## src/rtl/draw_cmd_scheduler_pkg.sv

```systemverilog
// Shared types for the draw command scheduler: command payload, FSM state codes, range check.
package draw_cmd_scheduler_pkg;

  localparam int unsigned SCREEN_W = 160;
  localparam int unsigned SCREEN_H = 120;
  localparam int unsigned X_W      = 8;
  localparam int unsigned Y_W      = 7;
  localparam int unsigned DIAM_W   = 8;
  localparam int unsigned COLOUR_W = 3;
  localparam int unsigned STATE_W  = 3;

  typedef struct packed {
    logic [X_W-1:0]      x;
    logic [Y_W-1:0]      y;
    logic [DIAM_W-1:0]   diameter;
    logic [COLOUR_W-1:0] colour;
  } draw_cmd_t;

  typedef logic [STATE_W-1:0] sched_state_t;

  localparam logic [STATE_W-1:0] ST_IDLE    = 3'd0;
  localparam logic [STATE_W-1:0] ST_LOAD    = 3'd1;
  localparam logic [STATE_W-1:0] ST_START   = 3'd2;
  localparam logic [STATE_W-1:0] ST_RELEASE = 3'd3;
  localparam logic [STATE_W-1:0] ST_GAP     = 3'd4;

  // Centre must land on the visible screen.
  function automatic logic cmd_in_range(input draw_cmd_t c);
    return (c.x < X_W'(SCREEN_W)) && (c.y < Y_W'(SCREEN_H));
  endfunction

endpackage

```

## src/rtl/draw_cmd_scheduler_if.sv

```systemverilog
// Command-source and shape-engine handshake bundle for the draw command scheduler.
interface draw_cmd_scheduler_if;
  import draw_cmd_scheduler_pkg::*;

  logic                cmd_valid;
  logic                cmd_ready;
  logic [X_W-1:0]      cmd_centre_x;
  logic [Y_W-1:0]      cmd_centre_y;
  logic [DIAM_W-1:0]   cmd_diameter;
  logic [COLOUR_W-1:0] cmd_colour;

  logic                eng_start;
  logic                eng_done;
  logic [X_W-1:0]      eng_centre_x;
  logic [Y_W-1:0]      eng_centre_y;
  logic [DIAM_W-1:0]   eng_diameter;
  logic [COLOUR_W-1:0] eng_colour;

  // master: command source plus engine side; slave: the scheduler itself
  modport master (
    output cmd_valid, cmd_centre_x, cmd_centre_y, cmd_diameter, cmd_colour,
    input  cmd_ready,
    input  eng_start, eng_centre_x, eng_centre_y, eng_diameter, eng_colour,
    output eng_done
  );

  modport slave (
    input  cmd_valid, cmd_centre_x, cmd_centre_y, cmd_diameter, cmd_colour,
    output cmd_ready,
    output eng_start, eng_centre_x, eng_centre_y, eng_diameter, eng_colour,
    input  eng_done
  );

endinterface

```

## src/rtl/draw_cmd_scheduler_fifo.sv

```systemverilog
// Command FIFO for the scheduler: power-of-2 depth, registered count/full/empty, head visible on rdata.
module draw_cmd_scheduler_fifo
  import draw_cmd_scheduler_pkg::*;
#(
  parameter int unsigned DEPTH = 4
) (
  input  logic                           clk,
  input  logic                           rst_n,
  input  logic                           push,
  input  logic                           pop,
  input  draw_cmd_t                      wdata,
  output draw_cmd_t                      rdata,
  output logic [$clog2(DEPTH+1)-1:0]     count,
  output logic                           full,
  output logic                           empty
);

  localparam int unsigned AW = $clog2(DEPTH);
  localparam int unsigned CW = $clog2(DEPTH + 1);

  draw_cmd_t         mem [DEPTH];
  logic [AW-1:0]     wr_ptr;
  logic [AW-1:0]     rd_ptr;
  logic [CW-1:0]     count_nx;

  always_comb begin
    count_nx = count;
    if (push && !pop)      count_nx = count + CW'(1);
    else if (pop && !push) count_nx = count - CW'(1);
  end

  // Storage needs no reset; only pointers and flags do.
  always_ff @(posedge clk) begin
    if (push) mem[wr_ptr] <= wdata;
  end

  always_ff @(posedge clk or negedge rst_n) begin
    if (!rst_n) begin
      wr_ptr <= '0;
      rd_ptr <= '0;
      count  <= '0;
      full   <= 1'b0;
      empty  <= 1'b1;
    end else begin
      if (push) wr_ptr <= wr_ptr + AW'(1);
      if (pop)  rd_ptr <= rd_ptr + AW'(1);
      count <= count_nx;
      full  <= (count_nx == CW'(DEPTH));
      empty <= (count_nx == '0);
    end
  end

  assign rdata = mem[rd_ptr];

endmodule

```

## src/rtl/draw_cmd_scheduler.sv

```systemverilog
// Queues draw commands and sequences one shape engine through its start/done handshake.
// Optional engine watchdog: define DRAW_SCHED_TIMEOUT_EN.
module draw_cmd_scheduler
  import draw_cmd_scheduler_pkg::*;
#(
  parameter int unsigned DEPTH          = 4,
  parameter int unsigned MIN_GAP        = 2,
  parameter int unsigned TIMEOUT_CYCLES = 65536
) (
  input  logic                       clk,
  input  logic                       rst_n,
  draw_cmd_scheduler_if.slave        bus,
  output logic                       busy,
  output logic [$clog2(DEPTH+1)-1:0] queue_count,
  output logic                       drop_pulse,
  output logic                       eng_abort,
  output logic                       timeout_err
);

  localparam int unsigned GAP_W = $clog2(MIN_GAP + 1);

  if (DEPTH < 2 || (DEPTH & (DEPTH - 1)) != 0 || MIN_GAP < 1 || TIMEOUT_CYCLES < 1) begin : g_bad_params
    $error("draw_cmd_scheduler: illegal DEPTH/MIN_GAP/TIMEOUT_CYCLES");
  end

  sched_state_t state_q, state_d;
  logic         eng_start_q, eng_start_d;
  draw_cmd_t    args_q, args_d;
  logic         drop_d;
  logic [GAP_W-1:0] gap_q, gap_d;

  draw_cmd_t push_cmd, head_cmd;
  logic      fifo_full, fifo_empty, push, pop;

  assign push_cmd = {bus.cmd_centre_x, bus.cmd_centre_y, bus.cmd_diameter, bus.cmd_colour};
  assign push     = bus.cmd_valid && !fifo_full;
  assign pop      = (state_q == ST_LOAD);

  draw_cmd_scheduler_fifo #(.DEPTH(DEPTH)) u_fifo (
    .clk   (clk),
    .rst_n (rst_n),
    .push  (push),
    .pop   (pop),
    .wdata (push_cmd),
    .rdata (head_cmd),
    .count (queue_count),
    .full  (fifo_full),
    .empty (fifo_empty)
  );

`ifdef DRAW_SCHED_TIMEOUT_EN
  localparam int unsigned TMO_W = $clog2(TIMEOUT_CYCLES + 1);
  logic [TMO_W-1:0] tmo_q, tmo_d;
  logic             abort_d, terr_d;
`endif

  // Next-state and next-output logic
  always_comb begin
    state_d     = state_q;
    eng_start_d = eng_start_q;
    args_d      = args_q;
    drop_d      = 1'b0;
    gap_d       = gap_q;
`ifdef DRAW_SCHED_TIMEOUT_EN
    tmo_d       = tmo_q;
    abort_d     = 1'b0;
    terr_d      = timeout_err;
`endif
    case (state_q)
      ST_IDLE: begin
        if (!fifo_empty) state_d = ST_LOAD;
      end
      ST_LOAD: begin
        if (cmd_in_range(head_cmd)) begin
          args_d          = head_cmd;
          args_d.diameter = {head_cmd.diameter[DIAM_W-1:1], 1'b0};
          eng_start_d     = 1'b1;
          state_d         = ST_START;
`ifdef DRAW_SCHED_TIMEOUT_EN
          tmo_d           = '0;
`endif
        end else begin
          drop_d  = 1'b1;
          gap_d   = '0;
          state_d = ST_GAP;
        end
      end
      ST_START: begin
        if (bus.eng_done) begin
          eng_start_d = 1'b0;
          state_d     = ST_RELEASE;
        end
`ifdef DRAW_SCHED_TIMEOUT_EN
        else if (tmo_q == TMO_W'(TIMEOUT_CYCLES - 1)) begin
          eng_start_d = 1'b0;
          abort_d     = 1'b1;
          terr_d      = 1'b1;
          state_d     = ST_RELEASE;
        end else begin
          tmo_d = tmo_q + TMO_W'(1);
        end
`endif
      end
      ST_RELEASE: begin
        if (!bus.eng_done) begin
          gap_d   = '0;
          state_d = ST_GAP;
        end
      end
      ST_GAP: begin
        if (gap_q == GAP_W'(MIN_GAP - 1)) state_d = ST_IDLE;
        else                              gap_d   = gap_q + GAP_W'(1);
      end
      default: begin
        eng_start_d = 1'b0;
        state_d     = ST_IDLE;
      end
    endcase
  end

  always_ff @(posedge clk or negedge rst_n) begin
    if (!rst_n) begin
      state_q     <= ST_IDLE;
      eng_start_q <= 1'b0;
      args_q      <= '0;
      drop_pulse  <= 1'b0;
      gap_q       <= '0;
    end else begin
      state_q     <= state_d;
      eng_start_q <= eng_start_d;
      args_q      <= args_d;
      drop_pulse  <= drop_d;
      gap_q       <= gap_d;
    end
  end

`ifdef DRAW_SCHED_TIMEOUT_EN
  always_ff @(posedge clk or negedge rst_n) begin
    if (!rst_n) begin
      tmo_q       <= '0;
      eng_abort   <= 1'b0;
      timeout_err <= 1'b0;
    end else begin
      tmo_q       <= tmo_d;
      eng_abort   <= abort_d;
      timeout_err <= terr_d;
    end
  end
`else
  assign eng_abort   = 1'b0;
  assign timeout_err = 1'b0;
`endif

  assign bus.cmd_ready    = !fifo_full;
  assign bus.eng_start    = eng_start_q;
  assign bus.eng_centre_x = args_q.x;
  assign bus.eng_centre_y = args_q.y;
  assign bus.eng_diameter = args_q.diameter;
  assign bus.eng_colour   = args_q.colour;
  assign busy             = !fifo_empty || (state_q != ST_IDLE);

endmodule

```

## src/flat_wrapper.sv

```systemverilog
// flat-port wrapper written by rule: the top's interface ports become plain ports
module draw_cmd_scheduler_flat import draw_cmd_scheduler_pkg::*;
#(
  parameter int unsigned DEPTH          = 4,
  parameter int unsigned MIN_GAP        = 2,
  parameter int unsigned TIMEOUT_CYCLES = 65536
)
  (clk, rst_n, busy, queue_count, drop_pulse, eng_abort, timeout_err, bus_cmd_valid, bus_cmd_centre_x, bus_cmd_centre_y, bus_cmd_diameter, bus_cmd_colour, bus_cmd_ready, bus_eng_start, bus_eng_centre_x, bus_eng_centre_y, bus_eng_diameter, bus_eng_colour, bus_eng_done);
  draw_cmd_scheduler_if bus_i ();
  input  logic clk;
  input  logic rst_n;
  output logic busy;
  output logic [$clog2(DEPTH+1)-1:0] queue_count;
  output logic drop_pulse;
  output logic eng_abort;
  output logic timeout_err;
  input wire logic [$bits(bus_i.cmd_valid)-1:0] bus_cmd_valid;
  input wire logic [$bits(bus_i.cmd_centre_x)-1:0] bus_cmd_centre_x;
  input wire logic [$bits(bus_i.cmd_centre_y)-1:0] bus_cmd_centre_y;
  input wire logic [$bits(bus_i.cmd_diameter)-1:0] bus_cmd_diameter;
  input wire logic [$bits(bus_i.cmd_colour)-1:0] bus_cmd_colour;
  output wire logic [$bits(bus_i.cmd_ready)-1:0] bus_cmd_ready;
  output wire logic [$bits(bus_i.eng_start)-1:0] bus_eng_start;
  output wire logic [$bits(bus_i.eng_centre_x)-1:0] bus_eng_centre_x;
  output wire logic [$bits(bus_i.eng_centre_y)-1:0] bus_eng_centre_y;
  output wire logic [$bits(bus_i.eng_diameter)-1:0] bus_eng_diameter;
  output wire logic [$bits(bus_i.eng_colour)-1:0] bus_eng_colour;
  input wire logic [$bits(bus_i.eng_done)-1:0] bus_eng_done;
  assign bus_i.cmd_valid = bus_cmd_valid;
  assign bus_i.cmd_centre_x = bus_cmd_centre_x;
  assign bus_i.cmd_centre_y = bus_cmd_centre_y;
  assign bus_i.cmd_diameter = bus_cmd_diameter;
  assign bus_i.cmd_colour = bus_cmd_colour;
  assign bus_cmd_ready = bus_i.cmd_ready;
  assign bus_eng_start = bus_i.eng_start;
  assign bus_eng_centre_x = bus_i.eng_centre_x;
  assign bus_eng_centre_y = bus_i.eng_centre_y;
  assign bus_eng_diameter = bus_i.eng_diameter;
  assign bus_eng_colour = bus_i.eng_colour;
  assign bus_i.eng_done = bus_eng_done;
  draw_cmd_scheduler #(.DEPTH(DEPTH), .MIN_GAP(MIN_GAP), .TIMEOUT_CYCLES(TIMEOUT_CYCLES)) u_core (.clk(clk), .rst_n(rst_n), .bus(bus_i), .busy(busy), .queue_count(queue_count), .drop_pulse(drop_pulse), .eng_abort(eng_abort), .timeout_err(timeout_err));
endmodule
```

## config.mk

```make
export PLATFORM = sky130hd
export DESIGN_NAME = draw_cmd_scheduler_flat
export DESIGN_NICKNAME = d
export VERILOG_FILES = /design/src/rtl/draw_cmd_scheduler_pkg.sv /design/src/rtl/draw_cmd_scheduler_if.sv /design/src/rtl/draw_cmd_scheduler_fifo.sv /design/src/rtl/draw_cmd_scheduler.sv /design/src/flat_wrapper.sv
export SDC_FILE = /design/constraint.sdc
export NUM_CORES = 1
export LEC_CHECK = 0
export CELL_PAD_IN_SITES_DETAIL_PLACEMENT = 1
export CELL_PAD_IN_SITES_GLOBAL_PLACEMENT = 1
export CORE_MARGIN = 2
export CORE_UTILIZATION = 35
export CTS_CLUSTER_SIZE = 8
export DETAILED_ROUTE_END_ITERATION = 7
export PLACE_DENSITY_LB_ADDON = 0.05
export SETUP_SLACK_MARGIN = 0.3
export SLEW_MARGIN = 20
export SYNTH_ARGS = -nofsm -noshare
export SYNTH_HDL_FRONTEND = slang
export SYNTH_SLANG_ARGS = --single-unit
```

## constraint.sdc

```tcl
create_clock -name clk -period 4.9 [get_ports clk]
set_input_delay 1.47 -clock clk [delete_from_list [all_inputs] [get_ports clk]]
set_output_delay 1.47 -clock clk [all_outputs]
set_load 0.02 [all_outputs]
```

* Word-level counts from Yosys, hierarchy flattened
Memories as Yosys holds them, arrays and structs flattened. Index checks and enable logic that the tools add are counted.
Word-level totals: register bits 41, RAM bits 104, bits of input ports 30, output and inout bits 35, logic and storage cells 72, memories 1
Memories:
- u_core.u_fifo.mem | words 4, width 26, read ports 1, clocked after Yosys merged registers in 0, wr ports 1, RTL line draw_cmd_scheduler_fifo.sv:21 | draw_cmd_t mem [DEPTH];
Operators by class: add/sub/neg operators 5, $lt $le $gt $ge 2, equality and inequality tests 13, multiplexer cells 19, bitwise logic cells 1, reductions and logical operators 18
Operators with widths (count):
- $mux 3 | 7
- $pmux 3 s5 | 1
- $ne 2x2->1 const B | 5
- $lt 8x8->1 const B | 1
- $reduce_and 4->1 | 2
- $lt 7x7->1 const B | 1
- $add 2x1->2 const B | 3
- $eq 3x2->1 const B | 2
- $eq 3x3->1 const B | 2
- $logic_not 3->1 | 2
- $mux 1 | 6
- $mux 2 | 3
- $pmux 2 s3 | 1
- $reduce_bool 3->1 | 2
- $logic_and 1x1->1 | 4
- $logic_not 1->1 | 4
- $ne 2x1->1 const B | 2
- $add 3x1->3 const B | 1
- $eq 3x1->1 const B | 1
- $pmux 1 s3 | 1
- $reduce_and 3->1 | 1
- $reduce_or 3->1 | 1
- $sub 3x1->3 const B | 1
- $eq 2x1->1 const B | 1
- 3 further kinds | 3

* Depth between registers and ports, before layout
Gate-level depths: netlist (run 1).
depth in word-level cells 7, gate-level depth with buffers 6, gate-level depth less buffers 6

* Modules after synthesis
A second synthesis (run 1) with hierarchy kept.
Second synthesis, totals: cell total of the unflattened synthesis 278, area total of the unflattened synthesis 5716.7 sq um
By module, submodules not included:
- draw_cmd_scheduler_fifo | instances 1, cells an instance 185, area each 4339.2 sq um, seq. area each 3349.5 sq um
- draw_cmd_scheduler | instances 1, cells an instance 93, area each 1377.6 sq um, seq. area each 800.8 sq um

* Worst setup path before layout (run 1)
OpenSTA, ideal clock, no wires.
kind input-to-reg, from input port bus_cmd_valid, to memory u_core.u_fifo.mem[0][0] in the netlist's numbering, enable pin, library setup time 0.384 ns, arrival 2.497 ns, data required time 4.516 ns, setup slack 2.019 ns, stages on the path 3, path buffers 1, cells stage by stage nor2b_1 > clkbuf_1 > and2_1
On the way: word-level cells in the longest chain between the ends 3
Ends and longest elaborated chain:
- from (decl) | RTL line flat_wrapper.sv:17 | input wire logic [$bits(bus_i.cmd_valid)-1:0] bus_cmd_valid;
- $logic_and 1x1->1 | RTL line draw_cmd_scheduler.sv:36 | assign push = bus.cmd_valid && !fifo_full;
- $mux 1 | RTL line draw_cmd_scheduler_fifo.sv:34 | if (push) mem[wr_ptr] <= wdata;
- $mux 1 (not written as such) | RTL line draw_cmd_scheduler_fifo.sv:34
- to (decl) | RTL line draw_cmd_scheduler_fifo.sv:21
No other way between the ends.

* Worst setup path in the final report (run 1)
from register u_core.state_q[2], to output port busy
On the way: word-level cells in the longest chain between the ends 2
Ends and longest elaborated chain:
- from (decl) | RTL line draw_cmd_scheduler.sv:26 | sched_state_t state_q, state_d;
- from (signal assigned) | RTL line draw_cmd_scheduler.sv:129 | state_q <= state_d;
- $reduce_bool 3->1 | RTL line draw_cmd_scheduler.sv:160 | assign busy = !fifo_empty || (state_q != ST_IDLE);
- $logic_or 1x1->1 | RTL line draw_cmd_scheduler.sv:160
- to (decl) | RTL line flat_wrapper.sv:12 | output logic busy;
No other way between the ends.

==> out/metrics.csv, run 1 <==
metric,value,unit
status,"complete, no violations",
Syn Inst Count,288,
detailed-route DRC error count,0,
routed vias/inst,4.66,
Sw Pwr,0.00144,W
HP Class,register to register,
first-pass GRT wire length,17.4,mm
ys flop type,edfxtp_1,
fraction of registers with async set/reset,29.1,%
Setup crit end kind,output port,
crit start category,register,
crit path time final,3.14,ns
clk_skew,0.00851,ns
Area Overhead vs Synth,25.9,%
fmax,0.319,GHz
Vias,2753,
Die Span Y,130,µm
number of enable flip-flop cells after synthesis,100,
Worst-Margin Slew,0.862,ns
Hold Startpoint,u_core.gap_q[0],
# Max-Cap Violations,0,
initial antenna violation count,0,
R2R Path End,u_core.bus.eng_diameter[1],
VDD IR max,0.000271,V
antenna-violating nets left,0,
Synth Register Bits,141,
core box area,15700,µm²
Std-Cell Rows,46,
Initial Util,35.4,%
Synth Area per Inst,19.3,µm²
static leakage,2.55,nW
"Non-Filler Cell Area, Final",7000,µm²
top-area cell type share of the netlist area,54.0,%
Mapped Area,5560,µm²
Seq. cell area,4030,µm²
end of the worst hold path,u_core.gap_q[0],
Fillers,1526,
final setup TNS,0,ns
WL/cell,18.7,µm
combinational share of power,32.9,%
Yosys warning count,0,
setup bufs post-CTS,0,
Final Hold Viols,0,
worst skew pair latency,0.41,ns
"Max FO, Critical Path",7,
Resized cells post-CTS,0,
drt total wl,11.1,mm
Detailed Routing Iterations Pass 1,4,
Ports,65,
cell taking the most area after synthesis,edfxtp_1,
Final setup viols,0,
Num CTS Buffers,17,
Final period util,64.0,%
CTS Hold Bufs,0,
max-slew violations,0,
Post-DP Area,6400,µm²
critical path arrival,1.67,ns
hold slack,0.498,ns
pin count of the biggest net entering global routing,42,
Hold Path Cell Cnt,1,
IO Port Bufs,60,
root buf cell,clkbuf_16,
post-synthesis sequential area ratio,72.5,%
Synth area leaders,"edfxtp_1 54%, dfrtp_1 18%, mux4_2 10%, mux2_4 5.1%, ha_1 1.6%",
Diodes inserted,0,
"Clk pin slew, worst setup/hold paths",0.06,ns
gr ovfl total,0,
WS Path Type,register to output port,
clock sink count,141,
reg-to-reg startpoint,u_core.u_fifo.rd_ptr[1],
Post-DP HPWL,6.66,mm
total power,0.00469,W
Slew headroom,42.3,%
clock buffer depth,2,
Unique masters post-synth,44,
layout cell share with drive strength beyond 1,23.2,%
vias in the first global route,2986,
CTS tree,built,
Sw Ratio,30.7,%
FF-to-FF setup slack,1.80,ns
RD Place Congestion,0.713,
initial DRC count,88,
Clk pwr share,27.8,%
die area,16900,µm²
Internal,0.00325,W
R2R depth,5,
RSZ-0062 raised after global routing,false,
power per cell area,671,nW/µm²
CP required,3.43,ns
Die Wd,130,µm
final net count,400,
GR Util All Layers,14.5,%
Sequential Power Share,39.2,%
maximum level of the CTS H-tree,4,
area of the multi-input gates,1410,µm²
## final cells by class
type / instances / area share [%]
Clock buffer: 20 / 6.53
Clock inverter: 11 / 2.02
Inverter: 11 / 0.590
Multi-Input combinational cell: 125 / 20.1
Sequential cell: 141 / 57.6
Tap cell: 216 / 3.86
Timing Repair Buffer: 67 / 9.26
## kinds of logic after synthesis
kind of cell	synth area share [%]
simple gates	3.45
other cells	0.0675
mux	15.6
flops	72.5
buf+inv	2.30
fa+ha+maj	1.58
compound gates	3.81
xor+xnor	0.630
## worst max-delay path by stage
stage	to	slack, ns	from
2_1_floorplan	u_core.u_fifo.mem[0][0]	2.02	bus_cmd_valid
3_3_place_gp	u_core.u_fifo.full	1.36	bus_cmd_valid
3_5_place_dp	u_core.u_fifo.full	1.33	bus_cmd_valid
4_1_cts	u_core.bus.eng_diameter[1]	1.69	u_core.u_fifo.rd_ptr[1]
5_1_grt	u_core.bus.eng_diameter[1]	1.58	u_core.u_fifo.rd_ptr[0]
6_report	busy	1.76	u_core.state_q[2]
## worst max-delay path, stage by stage, from the launching register on
cell and delay [ns]:
dfrtp_1 0.46, inv_1 0.11, nand3_1 0.08, clkdlybuf4s50_1 0.61
## placed cells by master (no fill, tap or decap), drive strengths merged, types with 3 or more instances in the layout
cell             n
a211oi           6
clkdlybuf4s50   59
mux4            25
conb             3
nand3            3
dfrtp           40
a21oi            6
mux2            20
and2             6
clkinv           5
edfxtp         100
nand2            6
clkbuf          20
bufinv           3
nor2            10
o21ai            5
o22a             5
xnor2            4
ha               7
buf              8
inv             13
## cell usage after synthesis, types with 4 or more instances
cell type,n
xnor2_1,4
o21ai_0,4
edfxtp_1,100
nor2_1,10
o22a_1,5
mux2_4,19
dfrtp_1,40
ha_1,7
nand2_1,5
a211oi_1,6
mux4_2,25
inv_1,11
and2_1,6
a21oi_1,6
## state kept, by name, summed over array words and instances (netlist names)
name                     count
u_core.u_fifo.wr_ptr         2
u_core.u_fifo.count          3
u_core.state_q               3
u_core.bus.eng_centre_x      8
u_core.bus.eng_start         1
u_core.drop_pulse            1
u_core.u_fifo.rd_ptr         2
u_core.gap_q                 2
u_core.bus.eng_centre_y      7
u_core.bus.eng_diameter      7
u_core.u_fifo.full           1
u_core.u_fifo.empty          1
u_core.u_fifo.mem          100
u_core.bus.eng_colour        3
## per-layer routing
metal  routed length (µm)  part of all wire [%]  vias up  track usage (%)
li1                     -                     -     1265                -
met1                 4850                    44     1430             18.1
met2                 5640                    51       48             24.1
met3                  461                   4.2       10             5.13
met4                  119                   1.1        0             4.30
met5                    0                     0        -                0
## power by group through the flow
stage / Clock, W / Sequential, W / Combinational [W]
2_1_floorplan: 0 / 0.00191 / 0.000955
3_3_place_gp: 0 / 0.00187 / 0.00156
6_report: 0.00131 / 0.00184 / 0.00154
5_1_grt: 0.00140 / 0.00189 / 0.00168
3_5_place_dp: 0 / 0.00187 / 0.00158
4_1_cts: 0.00134 / 0.00185 / 0.00159
## metrics by stage
step / util [%] / cells / worst slack, ns
after CTS: 44.5 / 591 / 1.69
after global placement: 40.7 / 560 / 1.36
after detailed placement: 40.7 / 560 / 1.33
after floorplan: - / 290 / 2.02
final: 44.5 / 591 / 1.76
after global routing: 44.5 / 591 / 1.58
(Power assumes the default switching activity.)
==> inputs of run 2 (changes only) <==
clock period = 3.27 ns   (was 4.9 ns; I/O delays follow)
==> run 2 against run 1 <==
Against the previous run:
- sequential share of layout area is 0.64 points lower
- critical endpoint unchanged
- die area stayed put
- setup slack worse by 1.2 ns
- count of clock-buffer cells in the layout is 2 lower
- global-route usage is 0.76 points higher
- sequential power is 48% higher
- flip-flop and latch count stayed put
- via count is 3.6% higher
==> out/metrics.csv, run 2 (synthesis results as in run 1) <==
metric,value,unit,change
power per cell area,1000,nW/µm²,was 671 nW/µm²
layout cell share with drive strength beyond 1,25.7,%,was 23.2%
worst skew pair latency,0.42,ns,was 0.41 ns
Initial Util,35.4,%,unchanged
Clk pwr share,27.0,%,was 27.8%
max reg flops,100,,unchanged
Post-Layout Cell Count,601,,was 591
crit path time final,2.66,ns,
routed vias/inst,4.75,,was 4.66
gr ovfl total,0,,unchanged
grt met1 use,19.5,%,was 18.1%
CTS tree,built,,unchanged
Critical Path Source,u_core.state_q[2],,unchanged
clock sink count,141,,unchanged
"Clk pin slew, worst setup/hold paths",0.06,ns,about the same
pin count of the biggest net entering global routing,25,,was 42
RD Place Congestion,0.692,,was 0.713
vias in the first global route,3260,,was 2986
status,"complete, no violations",,unchanged
Final period util,81.3,%,
setup bufs post-CTS,0,,unchanged
GR Util met2,25.2,%,was 24.1%
Num CTS Buffers,17,,unchanged
crit start category,register,,unchanged
Diodes inserted,0,,unchanged
initial DRC count,127,,was 88
"Non-Filler Cell Area, Final",7070,µm²,was 7000 µm²
drt total wl,11.6,mm,was 11.1 mm
HP Class,register to register,,unchanged
Vias,2853,,was 2753
grt met3 use,4.80,%,was 5.13%
Post-DP HPWL,7.30,mm,was 6.66 mm
fmax,0.376,GHz,
Area Overhead vs Synth,27.3,%,was 25.9%
combinational share of power,34.5,%,was 32.9%
"Max FO, Critical Path",7,,unchanged
reg-to-reg startpoint,u_core.u_fifo.rd_ptr[0],,was u_core.u_fifo.rd_ptr[1]
Ports,65,,unchanged
R2R depth,5,,unchanged
Final Hold Viols,0,,unchanged
final setup TNS,0,ns,unchanged
"most common cell after layout, fill and taps aside",edfxtp_1,,unchanged
Fillers,1515,,was 1526
GR peak layer,met2,,unchanged
maximum level of the CTS H-tree,4,,unchanged
final net count,409,,was 400
Hold Path Cell Cnt,1,,unchanged
WL/cell,19.2,µm,was 18.7 µm
Resized cells post-CTS,0,,unchanged
Slew headroom,58.3,%,was 42.3%
GR Util All Layers,15.3,%,was 14.5%
static leakage,2.60,nW,was 2.55 nW
total power,0.00707,W,was 0.00469 W
most frequent cells in the layout,"100 x edfxtp_1, 59 x clkdlybuf4s50_1, 39 x dfrtp_1, 25 x mux4_2, 19 x mux2_4",,unchanged
initial antenna violation count,0,,unchanged
clk_skew,0.00877,ns,was 0.00851 ns
Sequential Power Share,38.5,%,was 39.2%
IO Port Bufs,60,,unchanged
WS Path Type,register to output port,,unchanged
CTS Hold Bufs,0,,unchanged
Worst-Margin Slew,0.617,ns,was 0.862 ns
CP required,2.29,ns,was 3.43 ns
RSZ-0062 raised after global routing,false,,unchanged
first-pass GRT wire length,18.6,mm,was 17.4 mm
Std-Cell Rows,46,,unchanged
Seq. cell area,4030,µm²,unchanged
core box area,15700,µm²,unchanged
root buf cell,clkbuf_16,,unchanged
Hold Startpoint,u_core.gap_q[0],,unchanged
Die Span Y,130,µm,unchanged
max-slew violations,0,,unchanged
die area,16900,µm²,unchanged
# Max-Cap Violations,0,,unchanged
detailed-route DRC error count,0,,unchanged
Post-DP Area,6490,µm²,was 6400 µm²
antenna-violating nets left,0,,unchanged
Die Wd,130,µm,unchanged
Detailed Routing Iterations Pass 1,4,,unchanged
Placed Cells,569,,was 560
VDD IR max,0.000532,V,was 0.000271 V
Reg with most FFs,u_core.u_fifo.mem,,unchanged
Internal,0.00483,W,was 0.00325 W
Final setup viols,0,,unchanged
Sw Pwr,0.00224,W,was 0.00144 W
Setup crit end kind,output port,,unchanged
clock buffer depth,2,,unchanged
Sw Ratio,31.7,%,was 30.7%
area of the multi-input gates,1410,µm²,unchanged
critical path arrival,1.68,ns,was 1.67 ns
-- run 2: cell count changes in the layout (fill, tap and decap cells not counted) --
cell	delta
buf_12	+2
buf_4	+7
bufinv_16	-1
clkbuf_8	-2
clkinv_1	-2
clkinv_2	+1
clkinv_4	+1
inv_6	+3
inv_8	+1
-- run 2: critical path: stages, from the launching register on --
cell and delay, ns:
dfrtp_1 0.46, inv_1 0.11, nand3_1 0.09, clkdlybuf4s50_1 0.60
-- run 2: power groups by stage --
stage | Combinational (W) | Sequential, W | Clock, W
2_1_floorplan | 0.00143 | 0.00287 | 0
3_3_place_gp | 0.00244 | 0.00276 | 0
3_5_place_dp | 0.00249 | 0.00276 | 0
4_1_cts | 0.00250 | 0.00274 | 0.00197
5_1_grt | 0.00265 | 0.00280 | 0.00205
6_report | 0.00244 | 0.00272 | 0.00191
-- run 2: cell type report --
class	instances	share of cell area [%]
clock inverter	14	2.19
tap	216	3.82
timing repair buffer	76	10.5
clock buffer	18	6.07
sequential	141	57.0
multi-input combinational	125	19.9
inverter	11	0.584
-- run 2: per-stage QoR --
stage	utilization (%)	hold WS [ns]	setup WS (ns)
2_1_floorplan	-	0.446	0.878
3_3_place_gp	41.3	0.468	0.559
3_5_place_dp	41.3	0.472	0.526
4_1_cts	45.0	0.480	0.592
5_1_grt	45.0	0.513	0.522
6_report	45.0	0.484	0.611
-- run 2: path summary, 6_finish.rpt --
| path | end | slack (ns) |
|---|---|---|
| max | busy | 0.61 |
| min | u_core.gap_q[0] | 0.48 |
| max reg2reg | u_core.bus.eng_diameter[5] | 0.80 |
| min reg2reg | u_core.gap_q[0] | 0.48 |
| max in group asynchronous | u_core.gap_q[1] | 2.10 |
| min in group asynchronous | u_core.u_fifo.full | 0.57 |
-- run 2: metal layers --
| layer | wire [µm] | vias up | part of all wire, % |
|---|---|---|---|
| li1 | - | 1291 | - |
| met1 | 5030 | 1500 | 44 |
| met2 | 5980 | 55 | 52 |
| met3 | 443 | 7 | 3.8 |
| met4 | 102 | 0 | 0.88 |
| met5 | 0 | - | 0 |
==> inputs of run 3 (changes only) <==
clock period = 2.4 ns   (was 3.27 ns; I/O delays follow)
==> run 3 against run 2 <==
Against the previous run:
- wire length decreased by 3.2%
- total power increased by 39%
- setup slack got worse by 0.30 ns
- worst hold slack got worse by 0.20 ns
- global-route usage decreased by 0.36 points
- via count increased by 0.95%
- design area increased by 3.0%
- first-iteration DRC count decreased by 9.4%
- clock power increased by 40%
- non-clock buffer count increased by 13
- die area unchanged
- cell count increased by 2.2%
==> out/metrics.csv, run 3 (synthesis results as in run 1) <==
metric,value,unit,change
"Non-Filler Cell Area, Final",7290,µm²,was 7070 µm²
crit start category,register,,unchanged
Die Span Y,130,µm,unchanged
max-slew violations,0,,unchanged
vias in the first global route,3145,,was 3260
clock buffer depth,2,,unchanged
critical path arrival,2.39,ns,was 1.68 ns
status,"complete, no violations",,unchanged
Fillers,1505,,was 1515
detailed-route DRC error count,0,,unchanged
WS Path Type,register to register,,was register to output port
Crit path largest cell delay,0.52,ns,was 0.60 ns
most frequent cells in the layout,"100 x edfxtp_1, 36 x dfrtp_1, 30 x dlygate4sd2_1, 27 x clkdlybuf4s50_1, 25 x mux4_2",,"was 100 x edfxtp_1, 59 x clkdlybuf4s50_1, 39 x dfrtp_1, 25 x mux4_2, 19 x mux2_4"
clock sink count,141,,unchanged
CTS tree,built,,unchanged
"most common cell after layout, fill and taps aside",edfxtp_1,,unchanged
pin count of the biggest net entering global routing,25,,unchanged
Final period util,87.1,%,
Post-DP HPWL,7.16,mm,was 7.30 mm
routed vias/inst,4.69,,was 4.75
Area Overhead vs Synth,31.2,%,was 27.3%
Post-DP Area,6600,µm²,was 6490 µm²
Num CTS Buffers,17,,unchanged
Final Hold Viols,0,,unchanged
"Clk pin slew, worst setup/hold paths",0.06,ns,about the same
Reg with most FFs,u_core.u_fifo.mem,,unchanged
fmax,0.478,GHz,
maximum level of the CTS H-tree,4,,unchanged
RD Place Congestion,0.704,,was 0.692
WL/cell,18.2,µm,was 19.2 µm
power per cell area,1350,nW/µm²,was 1000 nW/µm²
die area,16900,µm²,unchanged
antenna-violating nets left,0,,unchanged
VDD IR max,0.000583,V,was 0.000532 V
Worst path slowest cell,dfrtp_4,,was clkdlybuf4s50_1
initial antenna violation count,0,,unchanged
Std-Cell Rows,46,,unchanged
Diodes inserted,0,,unchanged
worst-path cell chain,"buf_4, mux4_2, a41oi_4, nand2_4, buf_12, mux2_4",,"was inv_1, nand3_1, clkdlybuf4s50_1"
Final setup viols,0,,unchanged
final core utilization,46.4,%,was 45.0%
GR Util All Layers,14.9,%,was 15.3%
drt total wl,11.2,mm,was 11.6 mm
area of the multi-input gates,1450,µm²,was 1410 µm²
Die Wd,130,µm,unchanged
layout cell share with drive strength beyond 1,30.2,%,was 25.7%
Setup crit end kind,register,,was output port
initial DRC count,115,,was 127
# Max-Cap Violations,0,,unchanged
"Max FO, Critical Path",11,,was 7
Initial Util,35.4,%,unchanged
core box area,15700,µm²,unchanged
CP required,2.70,ns,was 2.29 ns
final net count,422,,was 409
gr ovfl total,0,,unchanged
Seq. cell area,4040,µm²,was 4030 µm²
Ports,65,,unchanged
Worst-Margin Slew,0.559,ns,was 0.617 ns
max reg flops,100,,unchanged
HP Class,primary input to async pin,,was register to register
Detailed Routing Iterations Pass 1,4,,unchanged
Vias,2880,,was 2853
static leakage,2.77,nW,was 2.60 nW
crit path time final,2.09,ns,
clk_skew,0.00716,ns,was 0.00877 ns
root buf cell,clkbuf_16,,unchanged
final setup TNS,0,ns,unchanged
Slew headroom,62.2,%,was 58.3%
worst skew pair latency,0.42,ns,about the same
RSZ-0062 raised after global routing,true,,was false
first-pass GRT wire length,18.0,mm,was 18.6 mm
IO Port Bufs,60,,unchanged
run 3: cell count changes in the layout (fill, tap and decap cells not counted), sizes merged:
cell	change
clkinvlp	+1
bufinv	+2
buf	+13
dlygate4sd2	+30
clkinv	+3
clkdlybuf4s50	-32
clkbuf	+1
inv	-6
dlymetal6s2s	+1
run 3: what timing repair did:
item / CTS / global route
endpoints found under the hold margin: 0 / 0
gates resized for setup: 45 / 7
endpoints found under the setup margin: 55 / 27
hold buffers: 0 / 0
setup buffers: 7 / 1
pin swaps: 2 / 2
run 3: cell type report:
type	instances	area share, %
Multi-Input combinational cell	125	19.8
Clock inverter	14	2.40
Clock buffer	18	5.89
Timing Repair Buffer	89	12.2
Sequential cell	141	55.4
Tap cell	216	3.71
Inverter	11	0.567
run 3: where the power goes:
group | switching [W] | total, W | internal, W
Sequential | 0.000343 | 0.00366 | 0.00332
Combinational | 0.00173 | 0.00352 | 0.00180
Clock | 0.000954 | 0.00267 | 0.00172
run 3: path summary, 6_finish.rpt:
kind / from / endpoint / slack [ns] / cells after the start
worst max register to register: u_core.u_fifo.rd_ptr[0] / u_core.bus.eng_centre_y[1] / 0.31 / 6
max in group asynchronous: rst_n / u_core.u_fifo.empty / 1.52 / 2
worst min-delay path: rst_n / u_core.bus.eng_centre_y[5] / 0.28 / 1
worst max-delay path: u_core.u_fifo.rd_ptr[0] / u_core.bus.eng_centre_y[1] / 0.31 / 6
min in group clk: u_core.bus.eng_centre_y[3] / u_core.bus.eng_centre_y[3] / 0.48 / 1
worst min register to register: u_core.bus.eng_centre_y[3] / u_core.bus.eng_centre_y[3] / 0.48 / 1
run 3: per-stage QoR:
| stage | instances | setup WS (ns) | hold slack [ns] | power [W] |
|---|---|---|---|---|
| floorplan | 290 | 0.428 | 0.424 | 0.00586 |
| global placement | 574 | 0.0312 | 0.466 | 0.00722 |
| CTS | 613 | 0.235 | 0.292 | 0.00999 |
| detailed placement | 574 | 0.0638 | 0.476 | 0.00726 |
| finish | 614 | 0.309 | 0.284 | 0.00986 |
| global route | 614 | 0.226 | 0.307 | 0.0105 |
run 3: critical path: cells and delay by family (launching register included):
kind                   cells  cell delay, ns
muxes                      2            0.76
DFF                        1            0.52
buffers and inverters      2            0.32
AOI/OAI and AO/OA          1            0.25
and+or+nand+nor            1            0.10
run 3: routing by layer:
metal / up-vias / wire (µm) / part of all wire, % / global-route usage, %
met1: 1483 / 5120 / 46 / 19.4
met5: - / 0 / 0 / 0
met3: 14 / 409 / 3.7 / 4.43
met2: 61 / 5470 / 49 / 23.6
li1: 1322 / - / - / -
met4: 0 / 187 / 1.7 / 6.26
